==> src/rtl/rr_arbiter4_pkg.sv <==
// Shared definitions for the four-way round-robin arbiter: FSM encodings,
// requester count and the rotating-priority search.
package rr_arbiter4_pkg;

  localparam int NREQ = 4;

  typedef enum logic [1:0] {
    S_IDLE  = 2'b00,
    S_GRANT = 2'b01
  } state_e;

  typedef struct packed {
    logic       found;
    logic [1:0] idx;
  } pick_t;

  // Scan starting just after the last-served requester and wrap around,
  // so the last owner is considered only when nobody else is asking.
  function automatic pick_t rr_pick(input logic [0:NREQ-1] req, input logic [1:0] last);
    pick_t      p;
    logic [1:0] cand;
    p.found = 1'b0;
    p.idx   = last;
    for (int k = 1; k <= NREQ; k++) begin
      cand = last + 2'(k);
      if (!p.found && req[cand]) begin
        p.found = 1'b1;
        p.idx   = cand;
      end
    end
    return p;
  endfunction

endpackage

==> src/rtl/rr_arbiter4_if.sv <==
// Request/grant bundle between the four requesters (master side) and the
// arbiter (slave side).
interface rr_arbiter4_if;
  import rr_arbiter4_pkg::*;

  logic [0:NREQ-1] req;
  logic            done;
  logic [0:NREQ-1] grant;
  logic [1:0]      grant_idx;
  logic            busy;
  logic            timeout;

  modport master (
    output req, done,
    input  grant, grant_idx, busy, timeout
  );

  modport slave (
    input  req, done,
    output grant, grant_idx, busy, timeout
  );

endinterface

==> src/rtl/rr_arbiter4_dec2to4.sv <==
// 2-to-4 one-hot decoder with enable; y_o[0] is the leftmost bit and is
// selected by w_i == 0.
module dec2to4 (
  input  logic [1:0] w_i,
  input  logic       en_i,
  output logic [0:3] y_o
);

  for (genvar gi = 0; gi < 4; gi++) begin : g_dec
    assign y_o[gi] = en_i && (w_i == 2'(gi));
  end

endmodule

==> src/rtl/rr_arbiter4.sv <==
// Round-robin arbiter for four requesters with an optional hold timeout.
// Grant is decoded from registered state only; each release forces one idle cycle.
module rr_arbiter4
  import rr_arbiter4_pkg::*;
#(
  parameter int MAXHOLD = 16,
  parameter int CW      = 5
) (
  input  logic         clk_i,
  input  logic         resetn_i,
  rr_arbiter4_if.slave bus
);

  localparam bit            HOLD_EN   = (MAXHOLD != 0);
  localparam logic [CW-1:0] HOLD_MAX  = CW'(MAXHOLD);
  localparam logic [CW-1:0] HOLD_LAST = CW'(MAXHOLD - 1);

  state_e        state_q, state_d;
  logic [1:0]    idx_q, idx_d;
  logic [1:0]    last_q, last_d;
  logic [CW-1:0] cnt_q, cnt_d;
  logic          timeout_q, timeout_d;
  logic          busy;
  pick_t         pick;
  logic          hold_hit;
  logic          release_w;

  assign pick      = rr_pick(bus.req, last_q);
  assign hold_hit  = HOLD_EN && (cnt_q == HOLD_LAST);
  assign release_w = bus.done || !bus.req[idx_q] || hold_hit;

  // State register
  always_ff @(posedge clk_i) begin
    if (!resetn_i) begin
      state_q <= S_IDLE;
    end else begin
      state_q <= state_d;
    end
  end

  // Next-state logic
  always_comb begin
    state_d = state_q;
    case (state_q)
      S_IDLE:  if (pick.found) state_d = S_GRANT;
      S_GRANT: if (release_w)  state_d = S_IDLE;
      default: state_d = S_IDLE;
    endcase
  end

  // Output logic
  always_comb begin
    busy = (state_q == S_GRANT);
  end

  // Owner index, last-served pointer, hold counter and timeout pulse
  always_comb begin
    idx_d     = idx_q;
    last_d    = last_q;
    cnt_d     = cnt_q;
    timeout_d = 1'b0;
    case (state_q)
      S_IDLE: begin
        if (pick.found) begin
          idx_d = pick.idx;
          cnt_d = '0;
        end
      end
      S_GRANT: begin
        if (release_w) begin
          last_d    = idx_q;
          cnt_d     = '0;
          // Flag only releases the counter alone forced
          timeout_d = hold_hit && !bus.done && bus.req[idx_q];
        end else if (cnt_q != HOLD_MAX) begin
          cnt_d = cnt_q + CW'(1);
        end
      end
      default: ;
    endcase
  end

  always_ff @(posedge clk_i) begin
    if (!resetn_i) begin
      idx_q     <= 2'd0;
      last_q    <= 2'd3;
      cnt_q     <= '0;
      timeout_q <= 1'b0;
    end else begin
      idx_q     <= idx_d;
      last_q    <= last_d;
      cnt_q     <= cnt_d;
      timeout_q <= timeout_d;
    end
  end

  dec2to4 u_dec (
    .w_i  (idx_q),
    .en_i (busy),
    .y_o  (bus.grant)
  );

  assign bus.grant_idx = idx_q;
  assign bus.busy      = busy;
  assign bus.timeout   = timeout_q;

endmodule

==> src/flat_wrapper.sv <==
// flat-port wrapper written by rule: the top's interface ports become plain ports
module rr_arbiter4_flat import rr_arbiter4_pkg::*;
#(
  parameter int MAXHOLD = 16,
  parameter int CW      = 5
)
  (clk_i, resetn_i, bus_req, bus_done, bus_grant, bus_grant_idx, bus_busy, bus_timeout);
  rr_arbiter4_if bus_i ();
  input  logic clk_i;
  input  logic resetn_i;
  input wire logic [$bits(bus_i.req)-1:0] bus_req;
  input wire logic [$bits(bus_i.done)-1:0] bus_done;
  output wire logic [$bits(bus_i.grant)-1:0] bus_grant;
  output wire logic [$bits(bus_i.grant_idx)-1:0] bus_grant_idx;
  output wire logic [$bits(bus_i.busy)-1:0] bus_busy;
  output wire logic [$bits(bus_i.timeout)-1:0] bus_timeout;
  assign bus_i.req = bus_req;
  assign bus_i.done = bus_done;
  assign bus_grant = bus_i.grant;
  assign bus_grant_idx = bus_i.grant_idx;
  assign bus_busy = bus_i.busy;
  assign bus_timeout = bus_i.timeout;
  rr_arbiter4 #(.MAXHOLD(MAXHOLD), .CW(CW)) u_core (.clk_i(clk_i), .resetn_i(resetn_i), .bus(bus_i));
endmodule
==> config.mk <==
export PLATFORM = sky130hd
export DESIGN_NAME = rr_arbiter4_flat
export DESIGN_NICKNAME = d
export VERILOG_FILES = /design/src/rtl/rr_arbiter4_pkg.sv /design/src/rtl/rr_arbiter4_if.sv /design/src/rtl/rr_arbiter4_dec2to4.sv /design/src/rtl/rr_arbiter4.sv /design/src/flat_wrapper.sv
export SDC_FILE = /design/constraint.sdc
export NUM_CORES = 1
export LEC_CHECK = 0
export ABC_CLOCK_PERIOD_IN_PS = 2200
export CELL_PAD_IN_SITES_DETAIL_PLACEMENT = 0
export CELL_PAD_IN_SITES_GLOBAL_PLACEMENT = 1
export CORE_ASPECT_RATIO = 1.5
export CORE_MARGIN = 10
export CORE_UTILIZATION = 35
export DETAILED_ROUTE_END_ITERATION = 10
export PLACE_DENSITY = 0.81
export SKIP_CTS_REPAIR_TIMING = 1
export SLEW_MARGIN = 20
export SYNTH_ARGS = -nofsm -noshare
export SYNTH_HDL_FRONTEND = slang
export SYNTH_SLANG_ARGS = --single-unit
==> constraint.sdc <==
create_clock -name clk_i -period 2.2 [get_ports clk_i]
set_input_delay 0.55 -clock clk_i [delete_from_list [all_inputs] [get_ports clk_i]]
set_output_delay 0.55 -clock clk_i [all_outputs]
set_load 0.01 [all_outputs]
; Word-level counts from Yosys, hierarchy flattened
; Index checks and enable logic that the tools add are counted.
[op_classes]
multipliers = 0
n_addsub = 4
n_reduce_logical = 24
eq_ne = 9
n_bitwise = 5
n_lt_le_gt_ge = 5
n_mux = 26
shift = 0
div = 0
[ops]
columns = cell, count
row1 = 3-bit greater-or-equal comparator (second input constant), 5
row2 = 5-bit 2-to-1 mux, 3
row3 = 2-bit NOT with 3-bit output, 5
row4 = 3-bit 2-to-1 mux, 4
row5 = 1-bit binary-select mux with 2-bit select, 5
row6 = 1-bit 2-to-1 mux, 10
row7 = 5-bit case mux with 2 select lines, 1
row8 = 1-bit logical AND, 9
row9 = 2-bit AND reduction, 3
row10 = 3-bit AND reduction, 2
row11 = 5-bit by 1-bit adder with 5-bit output (second input constant), 1
row12 = 5-bit by 4-bit equality test with 1-bit output (second input constant), 1
row13 = 1-bit zero test, 5
row14 = 5-bit inequality test (second input constant), 1
row15 = 2-bit adder (second input constant), 2
row16 = 2-bit by 1-bit equality test with 1-bit output (second input constant), 2
row17 = 2-bit equality test (second input constant), 2
row18 = 2-bit zero test, 2
row19 = 2-bit 2-to-1 mux, 2
row20 = 2-bit by 1-bit inequality test with 1-bit output (second input constant), 2
row21 = 2-bit case mux with 2 select lines, 1
row22 = 3-bit by 1-bit inequality test with 1-bit output (second input constant), 1
row23 = 2-bit by 1-bit adder with 2-bit output (second input constant), 1
row24 = 1-bit logical OR, 2
row25 = 2-bit nonzero test, 1
[totals]
mem_bits_ro = 0
register_bits = 12
latch_bits = 0
mem_bits_rw = 0
out_inout_bits = 8
memories = 0
inputBits = 7

; Longest topological paths before layout
[logic_depth]
word_depth = 17
depth_mapped = 7
depth_no_buf = 7

; By module
; A second synthesis with hierarchy kept.
[unflattened]
cells_unflattened = 86
area_unflattened_um2 = 715.7
[by_module_without_submodules]
columns = module, cells_each, instances, area_each_um2
row1 = rr_arbiter4, 82, 1, 678.2
row2 = dec2to4, 4, 1, 37.5

; Worst setup path after synthesis
; No wires, ideal clock.
[synth_timing]
path_type = register -> register
startpoint = reg u_core.cnt_q[0]
endpoint = reg u_core.last_q[0]
stages_incl_launch_ff = 8
path_slack_ns = 0.326
t_arrival_ns = 1.759
t_required_ns = 2.085
setup_ns = 0.115
path_buffers = 0
cell_sequence = dfxtp_1 > ha_1 > and3_1 > ha_1 > or3b_4 > o221ai_2 > mux2i_1 > nand2_1
[synth_via]
elab_chain_cells = 3
[synth_rtl]
columns = element, line
row1 = from (decl), rr_arbiter4.sv:21  ; logic [CW-1:0] cnt_q, cnt_d;
row2 = from (signal assigned), rr_arbiter4.sv:92  ; cnt_q <= cnt_d;
row3 = 5-bit by 4-bit equality test with 1-bit output, rr_arbiter4.sv:29  ; assign hold_hit = HOLD_EN && (cnt_q == HOLD_LAST);
row4 = 1-bit logical OR, rr_arbiter4.sv:30  ; assign release_w = bus.done || !bus.req[idx_q] || hold_hit;
row5 = 2-bit AND reduction (no source line), n/a
row6 = to (signal assigned), rr_arbiter4.sv:91  ; last_q <= last_d;
row7 = to (decl), rr_arbiter4.sv:20  ; logic [1:0] last_q, last_d;
; No other way between the ends.
; A chain may end at the register's enable or synchronous reset.

; Final worst setup path
[layout_timing]
startpoint = reg u_core.idx_q[1] (netlist: u_core.bus.grant_idx[1])
endpoint = out bus_grant[0]
[layout_via]
elab_chain_cells = 2
[layout_rtl]
columns = element, line
row1 = from (decl), rr_arbiter4.sv:19  ; logic [1:0] idx_q, idx_d;
row2 = from (signal assigned), rr_arbiter4.sv:90  ; idx_q <= idx_d;
row3 = 2-bit equality test, rr_arbiter4_dec2to4.sv:10  ; assign y_o[gi] = en_i && (w_i == 2'(gi));
row4 = 1-bit logical AND, rr_arbiter4_dec2to4.sv:10
row5 = to (decl), flat_wrapper.sv:13  ; output wire logic [$bits(bus_i.grant)-1:0] bus_grant;
; No other way between the ends.

==> out/qor.yml <==
run_status: "finished, final reports clean"
leakagePower_nw: 0.3581
layout-drive-gt1-share_pct: 14.14
postSynthNetCount: 92
portBuffers: 14
clkSlewWorstSetupHoldPaths_ns: 0.07
rsz0062_at_grt: "no"
cp_slowest_cell: "dfxtp_1"
antenna_found_initial: 0
yosysTopAreaCellShare_pct: 30.82
wl_per_cell_um: 13.69
critPathTopFamily: "flip-flops"
start_kind: "register"
irDropWorstVdd_uv: 275.9
syn_area_per_cell_um2: 8.713
antenna_cells: 0
cp-end-kind: "primary output"
power_density_nw_per_um2: 543.9
grt_pass1_vias: 646
start_util_pct: 36.14
post-synth-top-count-cell: "dfxtp_1"
yosysWarnings: 0
path_cells: "and3_1 -> clkdlybuf4s50_1"
drc: 0
cp.required_ns: 1.65
drv_cap: 0
dp_hpwl_um: 1351
first_pass_iters: 5
place.gp.congestion: 0.7753
hold_path.class: "reg -> reg"
wl_um: 1656
min-delay-start: "u_core.cnt_q[4]$_SDFFE_PN0P_"
synth_flop_cell: "dfxtp_1"
finalCritPeriodShare_pct: 95.48
synthTopCellsByCount: "dfxtp_1 (11), inv_1 (9), nor2_1 (7), nand2_1 (6), o21ai_1 (5)"
synth.area.top_cells: "dfxtp_1 (31%), ha_1 (5.3%), inv_1 (4.7%)"
arrival_ns: 1.55
postSynthCellCount: 82
worst-path-buf-inv: 1
syn2layout_area_growth_pct: 27.15
grt_pass1_wl_um: 2842
cts_buffers: 3
clkLatencyLatePin_ns: 0.27
relSlewSlack_pct: 76.86
ctsLongestPathBuffers: 2
final.setup.tns_ns: 0
ys_ff_latch: 11
die_w_um: 56.89
grt_overflow: 0
grt_max_degree: 12
vias: 644
rows: 20
synth_edf_count: 0
period_minus_slack_ns: 2.101
synthArstFlopShare_pct: 0
fin_nets: 110
seq_area_frac_synth_pct: 30.82
worst-path-max-fanout: 9
die_area_um2: 4286
ios: 15
cts_tree: "yes"
setup-violations-final: 0
fp.coreArea_um2: 1977
vias_per_cell: 5.322
yosysTopAreaCell: "dfxtp_1"
antenna_left: 0
final_hold_viol_count: 0
cp_slowest_stage_delay_ns: 0.54
slew_viol_final: 0
setup.worst_path.start: "u_core.bus.grant_idx[1]$_SDFFE_PN0P_"
cts-root-buf: "clkbuf_4"
worst_pin_slew_ns: 0.3404
max_freq_mhz: 476.0
track_usage_pct: 8.113
ys_types: 32
final_cells: 121
drtIter0Drc: 16
die_h_um: 75.34
skew_ns: 0.006176
dp_cells: 117
clkSinkCount: 11
reg2reg_from: "u_core.cnt_q[0]$_SDFFE_PN0P_"
criticalPathCategory: "reg -> out"
h-tree-depth: 1
syn_area_um2: 714.4
cell families after synthesis:
family                   synth area share, %
AND/OR/NAND/NOR                        24.35
AO/OA/AOI/OAI                          22.94
buffers and inverters                  7.004
flip-flops                             30.82
multiplexers                           9.633
adder cells (fa/ha/maj)                5.255
cell usage in the layout, fill, tap and decap left out, types with 2 or more instances in the layout:
master / Yosys / final
clkdlybuf4s50_1: 0 / 14
dfxtp_1: 11 / 10
inv_1: 9 / 9
nor2_1: 7 / 7
nand2_1: 6 / 6
o21ai_1: 5 / 5
and3_1: 3 / 3
mux2i_1: 3 / 3
a21oi_1: 3 / 3
o22ai_1: 3 / 3
ha_1: 3 / 3
clkbuf_4: 0 / 3
and3b_1: 2 / 2
mux2i_2: 2 / 2
and2_1: 2 / 2
nand3_1: 2 / 2
o211ai_1: 2 / 2
nand2b_1: 2 / 2
o21ai_0: 2 / 2
buf_4: 1 / 2
sequential cells by signal, summed over array words and instances (netlist names):
| name | cells |
|---|---|
| u_core.last_q | 2 |
| u_core.bus.timeout | 1 |
| u_core.cnt_q | 5 |
| u_core.bus.grant_idx | 2 |
| u_core.state_q | 1 |
power breakdown:
group / switching (mW) / internal (mW)
Combinational: 0.0577 / 0.0673
Sequential: 0.0196 / 0.211
Clock: 0.0686 / 0.0701
worst reg2reg max path: stages (launching register included):
cell      delay, ns
dfxtp_1        0.33
ha_1           0.22
and3_1         0.19
ha_1           0.22
or3b_4         0.40
o221ai_2       0.25
mux2i_1        0.21
nand2_1        0.07
through the flow:
stage / power [mW] / setup WS (ns) / hold slack (ns) / area, um2 / util [%]
finish: 0.4940 / 0.09937 / 0.5137 / 908.4 / 45.95
global route: 0.5274 / 0.03573 / 0.5304 / 908.4 / 45.95
CTS: 0.5001 / 0.06610 / 0.5055 / 907.1 / 45.89
detailed placement: 0.3610 / 0.1098 / 0.4951 / 880.8 / 44.56
global placement: 0.3594 / 0.1380 / 0.4954 / 880.8 / 44.56
floorplan: 0.3087 / 0.3258 / 0.4605 / 714.4 / -
metal layers:
metal,vias to the layer above,share of wire (%),global-route usage [%]
met5,-,0,0
li1,329,-,-
met3,2,5.8,2.833
met2,17,51,14.27
met1,296,43,8.412
met4,0,0.72,3.927
layout make-up:
cell class | count | area, um2
Tap cell | 22 | 27.53
Multi-Input combinational cell | 59 | 444.2
Inverter | 9 | 33.78
Clock buffer | 4 | 26.28
Fill cell | 209 | 1069
Timing Repair Buffer | 16 | 155.1
Sequential cell | 11 | 221.5
final timing paths:
| path | slack (ns) | to | depth (start not counted) |
|---|---|---|---|
| max | 0.1 | bus_grant[0] | 2 |
| min reg2reg | 0.51 | u_core.cnt_q[4]$_SDFFE_PN0P_ | 2 |
| max reg2reg | 0.19 | u_core.last_q[1]$_SDFFE_PN1P_ | 7 |
| min | 0.51 | u_core.cnt_q[4]$_SDFFE_PN0P_ | 2 |
No activity file was read; power rests on OpenSTA's default activity.
